`src/rtl/gradient_patch_reader.sv`:
```
// gradient_patch_reader: streams one clamped SUB_SIZE x SUB_SIZE gradient sub-patch from BRAM to the histogram unit.
module gradient_patch_reader #(
  parameter int DIMENSION    = 64,
  parameter int BIT_DEPTH    = 8,
  parameter int SUB_SIZE     = 2,
  parameter int READ_LATENCY = 2
) (
  input  logic                                   clk,
  input  logic                                   rst_in,
  input  logic                                   start,
  input  logic [1:0]                             octave,
  input  logic [$clog2(DIMENSION)-1:0]           x0,
  input  logic [$clog2(DIMENSION)-1:0]           y0,
  output logic [$clog2(DIMENSION*DIMENSION)-1:0] grad_addr,
  input  logic signed [BIT_DEPTH-1:0]            grad_x_in,
  input  logic signed [BIT_DEPTH-1:0]            grad_y_in,
  output logic                                   pix_valid,
  output logic signed [BIT_DEPTH-1:0]            pix_gx,
  output logic signed [BIT_DEPTH-1:0]            pix_gy,
  output logic                                   pix_last,
  output logic                                   busy,
  output logic                                   done,
  output logic                                   err
);
  localparam int AW = $clog2(DIMENSION);
  localparam int DW = $clog2(DIMENSION*DIMENSION);
  localparam int SW = SUB_SIZE > 1 ? $clog2(SUB_SIZE) : 1;
  localparam int L  = READ_LATENCY;
  typedef enum logic [1:0] {IDLE, ISSUE, DRAIN, DONE} state_t;
  state_t state, nstate;
  logic [AW-1:0] xq, yq, ox, oy;
  logic [1:0] oq, oo;
  logic [SW-1:0] ci, cj, ni, nj;
  logic [AW:0] w, col, row, colc, rowc;
  logic [DW-1:0] addr_n;
  logic [L-1:0] vq, lq;
  logic idle, issue, wrap, last, accept;
  // In IDLE the next address is pixel 0 from the live inputs so it lands in the first ISSUE cycle.
  always_comb begin
    idle   = state == IDLE;
    issue  = state == ISSUE;
    accept = idle && start && octave != 2'd3;
    wrap   = ci == SW'(SUB_SIZE-1);
    last   = issue && wrap && cj == SW'(SUB_SIZE-1);
    ox     = idle ? x0 : xq;
    oy     = idle ? y0 : yq;
    oo     = idle ? octave : oq;
    ni     = idle || wrap ? '0 : ci + 1'b1;
    nj     = idle ? '0 : wrap ? cj + 1'b1 : cj;
    w      = (AW+1)'(DIMENSION) >> oo;
    col    = {1'b0, ox} + (AW+1)'(ni);
    row    = {1'b0, oy} + (AW+1)'(nj);
    colc   = col >= w ? w - 1'b1 : col;
    rowc   = row >= w ? w - 1'b1 : row;
    addr_n = (DW'(rowc) << (AW - oo)) + DW'(colc);
    nstate = idle ? (accept ? ISSUE : IDLE) :
             issue ? (last ? DRAIN : ISSUE) :
             state == DRAIN ? (pix_last ? DONE : DRAIN) : IDLE;
  end
  always_ff @(posedge clk or posedge rst_in) begin
    if (rst_in) begin
      state     <= IDLE;
      grad_addr <= '0;
      vq        <= '0;
      lq        <= '0;
      err       <= 1'b0;
      xq        <= '0;
      yq        <= '0;
      oq        <= '0;
      ci        <= '0;
      cj        <= '0;
    end else begin
      state <= nstate;
      vq    <= L'({vq, issue});
      lq    <= L'({lq, last});
      err   <= idle && start && octave == 2'd3;
      if (accept) begin
        xq        <= x0;
        yq        <= y0;
        oq        <= octave;
        ci        <= '0;
        cj        <= '0;
        grad_addr <= addr_n;
      end else if (issue && !last) begin
        ci        <= ni;
        cj        <= nj;
        grad_addr <= addr_n;
      end
    end
  end
  assign pix_valid = vq[L-1];
  assign pix_last  = lq[L-1];
  assign pix_gx    = grad_x_in;
  assign pix_gy    = grad_y_in;
  assign busy      = state != IDLE;
  assign done      = state == DONE;
endmodule
```
`config.mk`:
```
export PLATFORM = sky130hd
export DESIGN_NAME = gradient_patch_reader
export DESIGN_NICKNAME = d
export VERILOG_FILES = /design/src/rtl/gradient_patch_reader.sv
export SDC_FILE = /design/constraint.sdc
export NUM_CORES = 1
export LEC_CHECK = 0
export CORE_UTILIZATION = 25
export DETAILED_ROUTE_END_ITERATION = 8
export GPL_ROUTABILITY_DRIVEN = 0
export SETUP_SLACK_MARGIN = 0.3
export SLEW_MARGIN = 20
export SYNTH_ARGS = -nofsm -noshare
export SYNTH_HDL_FRONTEND = slang
export SYNTH_SLANG_ARGS = --single-unit
```
`constraint.sdc`:
```
create_clock -name clk -period 17.8 [get_ports clk]
set_input_delay 3.56 -clock clk [delete_from_list [all_inputs] [get_ports clk]]
set_output_delay 3.56 -clock clk [all_outputs]
set_load 0.1 [all_outputs]
```
# ---- Yosys cells after proc, flatten, opt, wreduce, memory -nomap -nowiden
# Cells that the tools add are included.
dict set report classes {
  reduce_logical 11
  n_addsub 7
  n_mux 20
  order_cmp 2
  shift 2
  n_eq_ne 5
}
# cell count
set op_table {}
lappend op_table {{left shift 7 x 32 -> 12 bit} 1}
lappend op_table {{2-to-1 mux 12 bit} 2}
lappend op_table {{adder 6 x 1 -> 7 bit} 2}
lappend op_table {{greater-or-equal comparator 7 bit} 2}
lappend op_table {{2-to-1 mux 7 bit} 2}
lappend op_table {{adder 12 x 7 -> 12 bit} 1}
lappend op_table {{2-to-1 mux 6 bit} 2}
lappend op_table {{2-to-1 mux 2 bit} 5}
lappend op_table {{2-to-1 mux 1 bit} 9}
lappend op_table {{right shift 7 x 2 -> 7 bit, first input constant} 1}
lappend op_table {{subtractor 7 x 1 -> 7 bit, second input constant} 1}
lappend op_table {{equality test 2 bit, second input constant} 3}
lappend op_table {{logical AND 1 bit} 6}
lappend op_table {{nonzero test 2 bit} 2}
lappend op_table {{subtractor 3 x 2 -> 4 bit, first input constant} 1}
lappend op_table {{adder 1 bit, second input constant} 2}
lappend op_table {{equality test 2 x 1 -> 1 bit, second input constant} 1}
lappend op_table {{logical NOT 2 bit} 1}
lappend op_table {{!= test 2 bit, second input constant} 1}
lappend op_table {{logical NOT 1 bit} 1}
lappend op_table {{logical OR 1 bit} 1}
dict set report totals {
  ff_bits 35
  wordCells 57
  output_inout_bits 33
  inputBits 33
}

# ---- Logic depth before layout (Yosys ltp)
dict set report logic_depth {
  depth_word 10
  mapped_depth 28
  depth_no_buf 26
}

# ---- Worst setup path before layout
# No wires, ideal clock.
dict set report synth_timing {
  path_kind {input to register}
  startpoint {input y0[1]}
  endpoint {register grad_addr[9]}
  path_slack_ns 9.336
  setup_time_ns 0.096
  t_required_ns 17.704
  path_buffers 1
  cell_stages 23
  t_arrival_ns 8.368
  path_cell_list {or3b_2 -> nand2_1 -> ha_1 -> or3b_2 -> o22ai_1 -> a21oi_1 -> ha_1 -> o21ai_0 -> a211oi_1 -> clkbuf_1 -> a211oi_1 -> o22ai_1 -> nor2_1 -> o21ai_0 -> o21ai_0 -> ha_1 -> and2_1 -> a311o_1 -> o41ai_1 -> inv_1 -> nand2_1 -> mux2_4 -> nor4_2}
}
dict set report synth_via {
  elab_chain_cells 8
}
# element line_no
set synth_rtl {}
lappend synth_rtl {{from (decl)} 13} ;# input logic [$clog2(DIMENSION)-1:0] y0,
lappend synth_rtl {{2-to-1 mux 6 bit *} 46} ;# oy = idle ? y0 : yq;
lappend synth_rtl {{adder 6 x 1 -> 7 bit *} 52} ;# row = {1'b0, oy} + (AW+1)'(nj);
lappend synth_rtl {{greater-or-equal comparator 7 bit} 54} ;# rowc = row >= w ? w - 1'b1 : row;
lappend synth_rtl {{2-to-1 mux 7 bit *} 54}
lappend synth_rtl {{left shift 7 x 32 -> 12 bit *} 55} ;# addr_n = (DW'(rowc) << (AW - oo)) + DW'(colc);
lappend synth_rtl {{adder 12 x 7 -> 12 bit *} 55}
lappend synth_rtl {{2-to-1 mux 12 bit} 84} ;# end else if (issue && !last) begin
lappend synth_rtl {{2-to-1 mux 12 bit *} 77} ;# if (accept) begin
lappend synth_rtl {{to (signal assigned)} 83} ;# grad_addr <= addr_n;
lappend synth_rtl {{to (signal assigned)} 87} ;# grad_addr <= addr_n;
lappend synth_rtl {{to (decl)} 14} ;# output logic [$clog2(DIMENSION*DIMENSION)-1:0] grad_addr,
# Mark *: on every way between the ends. The rest lies on a longest branch, timed or not. The select of a mux whose other input is x is not followed.
# A chain may end at the register's enable or synchronous reset.

# ---- Worst setup path after layout
dict set report layout_timing {
  startpoint {input octave[0]}
  endpoint {register grad_addr[9]}
}
dict set report layout_via {
  elab_chain_cells 8
}
# element line_no
set layout_rtl {}
lappend layout_rtl {{from (decl)} 11} ;# input logic [1:0] octave,
lappend layout_rtl {{2-to-1 mux 2 bit} 47} ;# oo = idle ? octave : oq;
lappend layout_rtl {{right shift 7 x 2 -> 7 bit} 50} ;# w = (AW+1)'(DIMENSION) >> oo;
lappend layout_rtl {{subtractor 7 x 1 -> 7 bit or greater-or-equal comparator 7 bit (tied branches)} {53, 54}}
lappend layout_rtl {{2-to-1 mux 7 bit} 54}
lappend layout_rtl {{left shift 7 x 32 -> 12 bit} 55}
lappend layout_rtl {{adder 12 x 7 -> 12 bit} 55}
lappend layout_rtl {{2-to-1 mux 12 bit} 84}
lappend layout_rtl {{2-to-1 mux 12 bit} 77}
# Parallel ways exist; a longest one is shown, timed or not. The select of a mux whose other input is x is not followed.

==> run_results.csv <==
group,metric,value,unit
clock_network,cts_hold_buffers,0,
synth,ys_ff_latch,35,
sta,max_freq,105,MHz
worst_setup_path,timing.critical_path.to,"grad_addr[9]",
clock_network,cts_resized,0,
synth,netlist_area_pre_place,3090,um^2
sta,finalHoldViolCount,0,
routing,vias_per_cell,5.23,
place,io_buffers,33,
global_route,first_global_vias,2690,
worst_setup_path,setup.worst_path.start,"octave[0]",
global_route,grt.overflow.total,0,
sta,skew,6.31,ps
worst_setup_path,worstSetupEndpointType,"flip-flop",
worst_setup_path,cp_data_required_time,17990,ps
sta,rsz0062_at_grt,"false",
synth,synth_sequential_area_ratio,28.4,%
routing,first_iter_violations,158,
final_layout,net_count_final,426,
routing,drtPass1Iterations,4,
sta,post-route-period-util,53.5,%
synth,edff_count_synth,0,
synth,synth.avg_cell_area,8.65,um^2
global_route,track_usage,12.2,%
routing,number_of_antenna_violating_nets_in_the_routed_design,0,
floorplanning,die-area,12800,um^2
worst_setup_path,crit_fanout,16,
sta,timing_worst_slew_pin_value,990,ps
worst_setup_path,r2r_setup_slack,10790,ps
synth,synth.net_count,415,
sta,slew_headroom,33.8,%
clock_network,clock_latency,280,ps
sta,maxSlewViolCount,0,
synth,synth-warning-count,0,
synth,ys.flop_type,"sky130_fd_sc_hd__dfrtp_1",
worst_setup_path,r2r.worst_path.cells,21,
floorplanning,io_pins,66,
final_layout,fill_cells,1282,
synth,asyncSetResetFlopFracSynth,100,%
worst_hold_path,hp-start,"lq[0]",
clock_network,cts_post_setup_buffers_inserted,0,
routing,remaining_drc_errors,0,
place,placement.setup.worst_slack,7780,ps
clock_network,cts_tree,"done",
final_layout,drive_above_1_share,12.5,%
final_layout,fin_cells,516,
routing,via_count,2699,
synth,yosys-top-cells-count,"39 x sky130_fd_sc_hd__nand2_1, 35 x sky130_fd_sc_hd__dfrtp_1, 27 x sky130_fd_sc_hd__o21ai_0",
clock_network,clock_tree.buffer_depth,2,
synth,postSynthCellCount,357,
final_layout,num_antenna_cells,0,
synth,synth_cell_types,67,
clock_network,clock_root_buffer,"sky130_fd_sc_hd__clkbuf_16",
worst_setup_path,worst_ep_arrival_time,9720,ps
sta,finalSetupTns,0,ps
clock_network,clk_transition_reported_paths,60,ps
place,dp.final_hpwl,5600,um
floorplanning,die_height,113,um
job,max-cap-violations,0,
final_layout,area_growth,15.7,%
synth,leading_post_synthesis_cells_by_cell_area,"sky130_fd_sc_hd__dfrtp_1 28%, sky130_fd_sc_hd__ha_1 9.7%, sky130_fd_sc_hd__mux2_2 6.6%",
worst_setup_path,worstSetupStartpointType,"input pin",
clock_network,cts-buffers-inserted,5,
global_route,grt_first_pass_wirelength,12700,um
status,status,"finished, final reports clean",
synth,yosysMostFrequentCell,"sky130_fd_sc_hd__nand2_1",
sta,fin_crit,9530,ps
global_route,antenna_violations_before_repair,0,
sta,post-route-worst-setup-slack,8270,ps
worst_hold_path,timing.hold.worst.class,"flip-flop to flip-flop",
clock_network,clock_sinks,35,
sta,finalSetupViolCount,0,
routing,route.detailed.wl_per_inst,14.5,um
routing,wl,7480,um
global_route,grt_start_max_net_pins,36,
synth,synth.largest_area_cell,"sky130_fd_sc_hd__dfrtp_1",
clock_network,cts.htree.levels,2,
place,numPlacedInstances,508,
floorplanning,die_x,113,um
floorplanning,design.core.area,12000,um^2
floorplanning,floorplan.rows,40,
worst_setup_path,criticalPathCategory,"input pin to flip-flop",
synth,post-synth-top-area-fraction,28.4,%
floorplanning,initial_core_util,25.7,%
worst_setup_path,r2r_end,"grad_addr[9]",
worst min path at each step:
stage,endpoint,depth (start not counted)
CTS,lq[1],0
floorplan,lq[1],0
detailed placement,lq[1],0
global placement,lq[1],0
global route,lq[1],0
finish,lq[1],0
worst max-delay path, cell delays in order:
cell,delay (ps)
sky130_fd_sc_hd__clkdlybuf4s50_1,520
sky130_fd_sc_hd__or3b_4,400
sky130_fd_sc_hd__nand2_1,330
sky130_fd_sc_hd__ha_1,550
sky130_fd_sc_hd__clkinv_1,400
sky130_fd_sc_hd__ha_1,390
sky130_fd_sc_hd__o21ai_0,110
sky130_fd_sc_hd__a211oi_2,590
sky130_fd_sc_hd__a211oi_1,130
sky130_fd_sc_hd__o22ai_1,390
sky130_fd_sc_hd__nor2_1,70
sky130_fd_sc_hd__o21ai_0,160
sky130_fd_sc_hd__o21ai_0,110
sky130_fd_sc_hd__ha_1,360
sky130_fd_sc_hd__and2_1,190
sky130_fd_sc_hd__a311o_1,340
sky130_fd_sc_hd__o41ai_1,280
sky130_fd_sc_hd__inv_1,140
sky130_fd_sc_hd__nand2_1,130
sky130_fd_sc_hd__mux2_4,310
sky130_fd_sc_hd__nor4_2,250
layout make-up:
class | instances | area, um^2 | area share (%)
multi-input combinational | 275 | 1970 | 55.0
clock buffer | 6 | 129 | 3.61
tap | 147 | 184 | 5.15
clock inverter | 2 | 12.5 | 0.350
sequential | 35 | 876 | 24.5
timing repair buffer | 35 | 345 | 9.67
inverter | 16 | 60.1 | 1.68
through the flow:
step	cell area, um^2	utilization, %	hold WS, ps
final	3570	29.7	350
after global routing	3570	29.7	352
after CTS	3570	29.7	352
after detailed placement	3430	28.5	338
after global placement	3430	28.5	332
after floorplan	3090	-	331
placed cells by master, fill, tap and decap left out, types with 4 or more instances in the layout:
cell	instances
sky130_fd_sc_hd__a21oi_1	14
sky130_fd_sc_hd__a211oi_1	10
sky130_fd_sc_hd__dfrtp_1	35
sky130_fd_sc_hd__nand3_1	13
sky130_fd_sc_hd__inv_1	13
sky130_fd_sc_hd__xor2_1	6
sky130_fd_sc_hd__mux2_2	18
sky130_fd_sc_hd__ha_1	24
sky130_fd_sc_hd__clkbuf_16	5
sky130_fd_sc_hd__nor3_1	7
sky130_fd_sc_hd__mux2i_1	5
sky130_fd_sc_hd__and2_1	4
sky130_fd_sc_hd__o21ai_0	27
sky130_fd_sc_hd__nand2_1	39
sky130_fd_sc_hd__nor2_1	26
sky130_fd_sc_hd__o21a_1	5
sky130_fd_sc_hd__clkdlybuf4s50_1	33
sky130_fd_sc_hd__xnor2_1	8
registers in the layout (all words and copies together) (netlist names), named ones only:
name	count
xq	6
ci	1
cj	1
vq	2
lq	2
yq	6
grad_addr	12
oq	2
state	1
err	1
per-layer routing:
metal	GRT usage, %	wire length (um)
met5	0	0
met4	5.79	189
met3	2.04	265
met2	21.4	3690
met1	14.5	3340
cells by family (layout without fill, tap and decap cells):
| kind of cell | count (synthesis) | in the layout | synth area share, % |
|---|---|---|---|
| compound gates | 94 | 94 | 21.3 |
| xor+xnor | 14 | 14 | 3.97 |
| fa+ha+maj | 25 | 25 | 10.4 |
| buf+inv | 47 | 59 | 8.11 |
| flops | 35 | 35 | 28.4 |
| mux | 24 | 24 | 8.67 |
| simple gates | 118 | 118 | 19.2 |
Power is not shown: default switching activity piles up to over one toggle a cycle in this logic, so the estimate is an artifact.
==> patch 1, RTL diff (same settings) <==
Reset style: synchronous (`rst_in`), changed in one clocked block.
--- a/src/rtl/gradient_patch_reader.sv
+++ b/src/rtl/gradient_patch_reader.sv
@@ -57,7 +57,7 @@
              issue ? (last ? DRAIN : ISSUE) :
              state == DRAIN ? (pix_last ? DONE : DRAIN) : IDLE;
   end
-  always_ff @(posedge clk or posedge rst_in) begin
+  always_ff @(posedge clk) begin
     if (rst_in) begin
       state     <= IDLE;
       grad_addr <= '0;
Formal check against the unedited RTL: differs if rst_in is asserted again (counterexample within 4 cycles, from zero or initial values and one cycle with rst_in high); with rst_in held inactive, the same outputs for 10 cycles.
==> patch 1 against the unedited design <==
- design area grew 1.2%
- non-clock buffer count grew 1
- synthesized cell count is 12% higher
- setup slack improved by 1.0 ns
- critical path depth up 2
- count of clock-buffer cells in the layout unchanged
- register-to-register slack better by 0.89 ns
- synthesized area grew 0.97%
- via count is 2.9% higher
- final cell count grew 12%
- sequential cell count did not move
- routed wire length grew 0.24%
Power is left out: it rests on default switching activity, and per cell area and clock period it moved more than threefold.
==> patch 1: results (changes against the unedited design) <==
----------------------------------------------------
[CTS]
  TritonCTS buffer count ... 5 (unchanged)

[Worst hold path]
  Worst hold start ... vq[0] (was lq[0])
  Number of cells traversed by the worst hold path ... 1 (was 0)
  Hold Crit Endpoint ... vq[1] (was lq[1])

[Global route]
  Total routing usage reported by global routing ... 12.0% (was 12.2%)
  First-pass GRT wire length ... 12.4 mm (was 12.7 mm)
  Met1 capacity usage during global routing ... 17.3% (was 14.5%)
  Fraction of met3 tracks used by global routing ... 3.13% (was 2.04%)
  Largest net degree at the start of global routing ... 37 (was 36)

[Route]
  Detail Route met3 WL ... 511 um (was 265 um)
  Routed wire per std cell ... 12.9 um (was 14.5 um)
  DRT met1 WL ... 3.70 mm (was 3.34 mm)
  Met2 wire length ... 3.23 mm (was 3.69 mm)

[Setup path]
  Highest fanout seen on the critical path ... 8 (was 16)
  Flop2flop setup slack ... 11.68 ns (was 10.79 ns)
  Launch point of the critical path ... y0[0] (was octave[0])
  Reg2Reg Depth ... 24 (was 21)
  Destination of the worst register-to-register timing path ... grad_addr[11] (was grad_addr[9])
  Crit path arrival time ... 8.67 ns (was 9.72 ns)
  Longest individual stage delay on the worst path ... 0.48 ns (was 0.59 ns)

[Placed design]
  Area post-placement ... 0.00342 mm^2 (was 0.00343 mm^2)

[Yosys]
  Synth cell count leaders ... nand2_1 (67), a21oi_1 (35), dfxtp_1 (35), nor2_1 (33), ha_1 (24) (was nand2_1 (39), dfrtp_1 (35), o21ai_0 (27), nor2_1 (26), ha_1 (24))
  Net count after synthesis ... 459 (was 415)
  Asr flop ratio synth ... 0% (was 100%)
  Sequential-to-total area share from yosys stat ... 22.5% (was 28.4%)
  Number of distinct library cells after synthesis ... 73 (was 67)
  Cells after synthesis ... 401 (was 357)

[Outcome]
  Status ... finished, final reports clean (unchanged)

[Timing]
  Final Skew ... 0.00849 ns (was 0.00631 ns)
  Worst-Margin Slew ... 0.978 ns (was 0.990 ns)

[Finish]
  Fraction of layout cells with a size suffix above 1 ... 8.74% (was 12.5%)

----------------------------------------------------
==> patch 1: cell count changes after synthesis, moves of 4 or more <==
cell	delta
o21ai_0	-14
dfrtp_1	-35
nand3b_1	+4
dfxtp_1	+35
nor2_1	+7
mux2_2	-16
mux2i_1	+4
buf_6	+4
a21oi_1	+21
nand2_1	+28
a211oi_1	-7
==> patch 1: logic make-up after synthesis <==
logic type      count (synthesis)  share of synthesized area, %
mux                            12                          4.09
flops                          35                          22.5
simple gates                  164                          25.7
buf+inv                        48                          10.0
compound gates                105                          24.0
xor+xnor                       12                          3.37
fa+ha+maj                      25                          10.3
==> patch 1: final cells by class <==
cell class | instances | area [um^2]
clock buffers | 6 | 129
clock inverters | 2 | 60.1
fillers | 1266 | 8450
inverters | 15 | 57.6
multi-input cells | 318 | 2100
flip-flops and latches | 35 | 701
well taps | 168 | 210
repair buffers | 36 | 353
==> patch 2, RTL diff (same settings) <==
Without the edit above. `DIMENSION`: 64 -> 128.
--- a/src/rtl/gradient_patch_reader.sv
+++ b/src/rtl/gradient_patch_reader.sv
@@ -1,6 +1,6 @@
 // gradient_patch_reader: streams one clamped SUB_SIZE x SUB_SIZE gradient sub-patch from BRAM to the histogram unit.
 module gradient_patch_reader #(
-  parameter int DIMENSION    = 64,
+  parameter int DIMENSION    = 128,
   parameter int BIT_DEPTH    = 8,
   parameter int SUB_SIZE     = 2,
   parameter int READ_LATENCY = 2
Ports: changed (resized grad_addr, x0 and y0); port bits go from 66 to 70. The function was not compared with the original's and may differ.
==> patch 2 against the unedited design <==
- sequential cell count grew 4
- fmax grew 18%
- setup slack gained 1.4 ns
- global-route usage grew 0.18 points
- via count shrank 5.6%
- clock skew grew 0.0031 ns
- design area grew 0.95%
- routed wire length grew 1.3%
- synthesized area shrank 1.2%
- critical path type unchanged
Power is not shown: default switching activity piles up to over one toggle a cycle in this logic, so the estimate is an artifact.
==> patch 2: results (changes against the unedited design) <==
----------------------------------------------------
[Outcome]
  Status ... finished, final reports clean (unchanged)

[Yosys]
  Asr flop ratio synth ... 100% (unchanged)
  Sequential-to-total area share from yosys stat ... 32.0% (was 28.4%)
  Area contributors post-synth ... dfrtp_1 (32%), ha_1 (6.6%), mux2_2 (6.3%) (was dfrtp_1 (28%), ha_1 (9.7%), mux2_2 (6.6%))
  Synth cell count leaders ... nand2_1 (48), dfrtp_1 (39), nor2_1 (32) (was nand2_1 (39), dfrtp_1 (35), o21ai_0 (27), nor2_1 (26), ha_1 (24))
  Avg Synthesized Cell Area ... 9.08 um^2 (was 8.65 um^2)
  Net count after synthesis ... 388 (was 415)
  Number of distinct library cells after synthesis ... 65 (was 67)

[Setup path]
  Reg2Reg Depth ... 22 (was 21)
  Flop2flop setup slack ... 12.46 ns (was 10.79 ns)
  Destination of the worst register-to-register timing path ... grad_addr[12] (was grad_addr[9])
  Longest individual stage delay on the worst path ... 0.53 ns (was 0.59 ns)
  Launch point of the critical path ... octave[0] (unchanged)
  Cell at the slowest stage of the critical path ... clkdlybuf4s50_1 (was a211oi_2)
  Crit path arrival time ... 8.23 ns (was 9.72 ns)
  Worst Setup EP ... grad_addr[10] (was grad_addr[9])
  Highest fanout seen on the critical path ... 12 (was 16)

[Finish]
  Net total in the final layout ... 403 (was 426)
  Final core utilization ... 30.9% (was 29.7%)
  Count of fill cells added during filler insertion ... 1213 (was 1282)
  Antenna cells ... 0 (unchanged)
  Largest registers ... grad_addr: 14 flops, xq: 7 flops, yq: 7 flops (was grad_addr: 12 flops, xq: 6 flops, yq: 6 flops)
  Fraction of layout cells with a size suffix above 1 ... 13.9% (was 12.5%)

[CTS]
  Post-CTS setup repair buffer count ... 0 (unchanged)
  Root buf cell ... clkbuf_16 (unchanged)
  Clock transition at the register clock pins on the worst setup and hold paths after CTS ... 0.06 ns (about the same)
  Resize count post-CTS ... 0 (unchanged)
  Number of levels the H-tree was split into ... 2 (unchanged)
  Maximum root-to-sink buffer count ... 2 (unchanged)

[Global route]
  First-pass GRT wire length ... 12.6 mm (was 12.7 mm)
  Total routing usage reported by global routing ... 12.4% (was 12.2%)
  Number of global-route vias before repair ... 2574 (was 2690)
  Largest net degree at the start of global routing ... 40 (was 36)

[Placed design]
  HPWL after detailed placement ... 5.62 mm (was 5.60 mm)
  Area post-placement ... 0.00341 mm^2 (was 0.00343 mm^2)
  Place WS ... 9.44 ns (was 7.78 ns)
  Placed cell count ... 487 (was 508)
  Number of I/O port buffers ... 37 (was 33)

[Timing]
  Final Skew ... 0.00941 ns (was 0.00631 ns)
  Maximum achievable frequency ... 0.124 GHz (was 0.105 GHz)
  Worst slew slack as a fraction of its limit ... 33.4% (was 33.8%)

[Route]
  Mean number of vias per cell ... 5.15 (was 5.23)
  Starting DRT DRC Count ... 159 (was 158)
  DRC violations left ... 0 (unchanged)
  Vias ... 2549 (was 2699)
  Routed wire per std cell ... 15.3 um (was 14.5 um)
  Total iterations of the first detailed-routing run ... 4 (unchanged)

[Worst hold path]
  Worst hold start ... vq[0] (was lq[0])

----------------------------------------------------
-- patch 2: how the worst min path moves through the flow --
| stage | cells after the start | slack (ns) | to |
|---|---|---|---|
| finish | 0 | 0.35 | vq[1] |
| global route | 0 | 0.36 | lq[1] |
| CTS | 0 | 0.35 | vq[1] |
| detailed placement | 0 | 0.34 | vq[1] |
| global placement | 0 | 0.33 | lq[1] |
| floorplan | 0 | 0.33 | lq[1] |
-- patch 2: per-layer routing --
layer,vias to the layer above,share of wire [%],GRT usage (%)
li1,1220,-,-
met1,1247,45,14.8
met2,64,49,21.6
met3,18,3.6,2.48
met4,0,2.6,5.24
met5,-,0,0
-- patch 2: area by class of cell --
| cell class | instances | area share, % |
|---|---|---|
| Clock buffer | 5 | 3.47 |
| Clock inverter | 3 | 1.87 |
| Inverter | 6 | 0.625 |
| Multi-Input combinational cell | 260 | 51.3 |
| Sequential cell | 39 | 27.1 |
| Tap cell | 143 | 4.96 |
| Timing Repair Buffer | 39 | 10.7 |
-- patch 2: worst max-delay path: cells and delay by family --
family	cells	cell delay (ns)
adder cells (fa/ha/maj)	3	0.96
AND/OR/NAND/NOR	6	1.25
multiplexers	1	0.41
AO/OA/AOI/OAI	6	1.35
XOR/XNOR	1	0.16
buffers and inverters	1	0.53
-- patch 2: logic make-up (layout without fill, tap and decap cells) --
logic type | after synthesis | count (layout) | share of synthesized area, %
AO/OA/AOI/OAI | 70 | 70 | 18.0
XOR/XNOR | 13 | 13 | 3.73
adder cells (fa/ha/maj) | 17 | 17 | 7.22
buffers and inverters | 37 | 53 | 7.34
flip-flops | 39 | 39 | 32.0
multiplexers | 32 | 32 | 11.6
AND/OR/NAND/NOR | 128 | 128 | 20.1
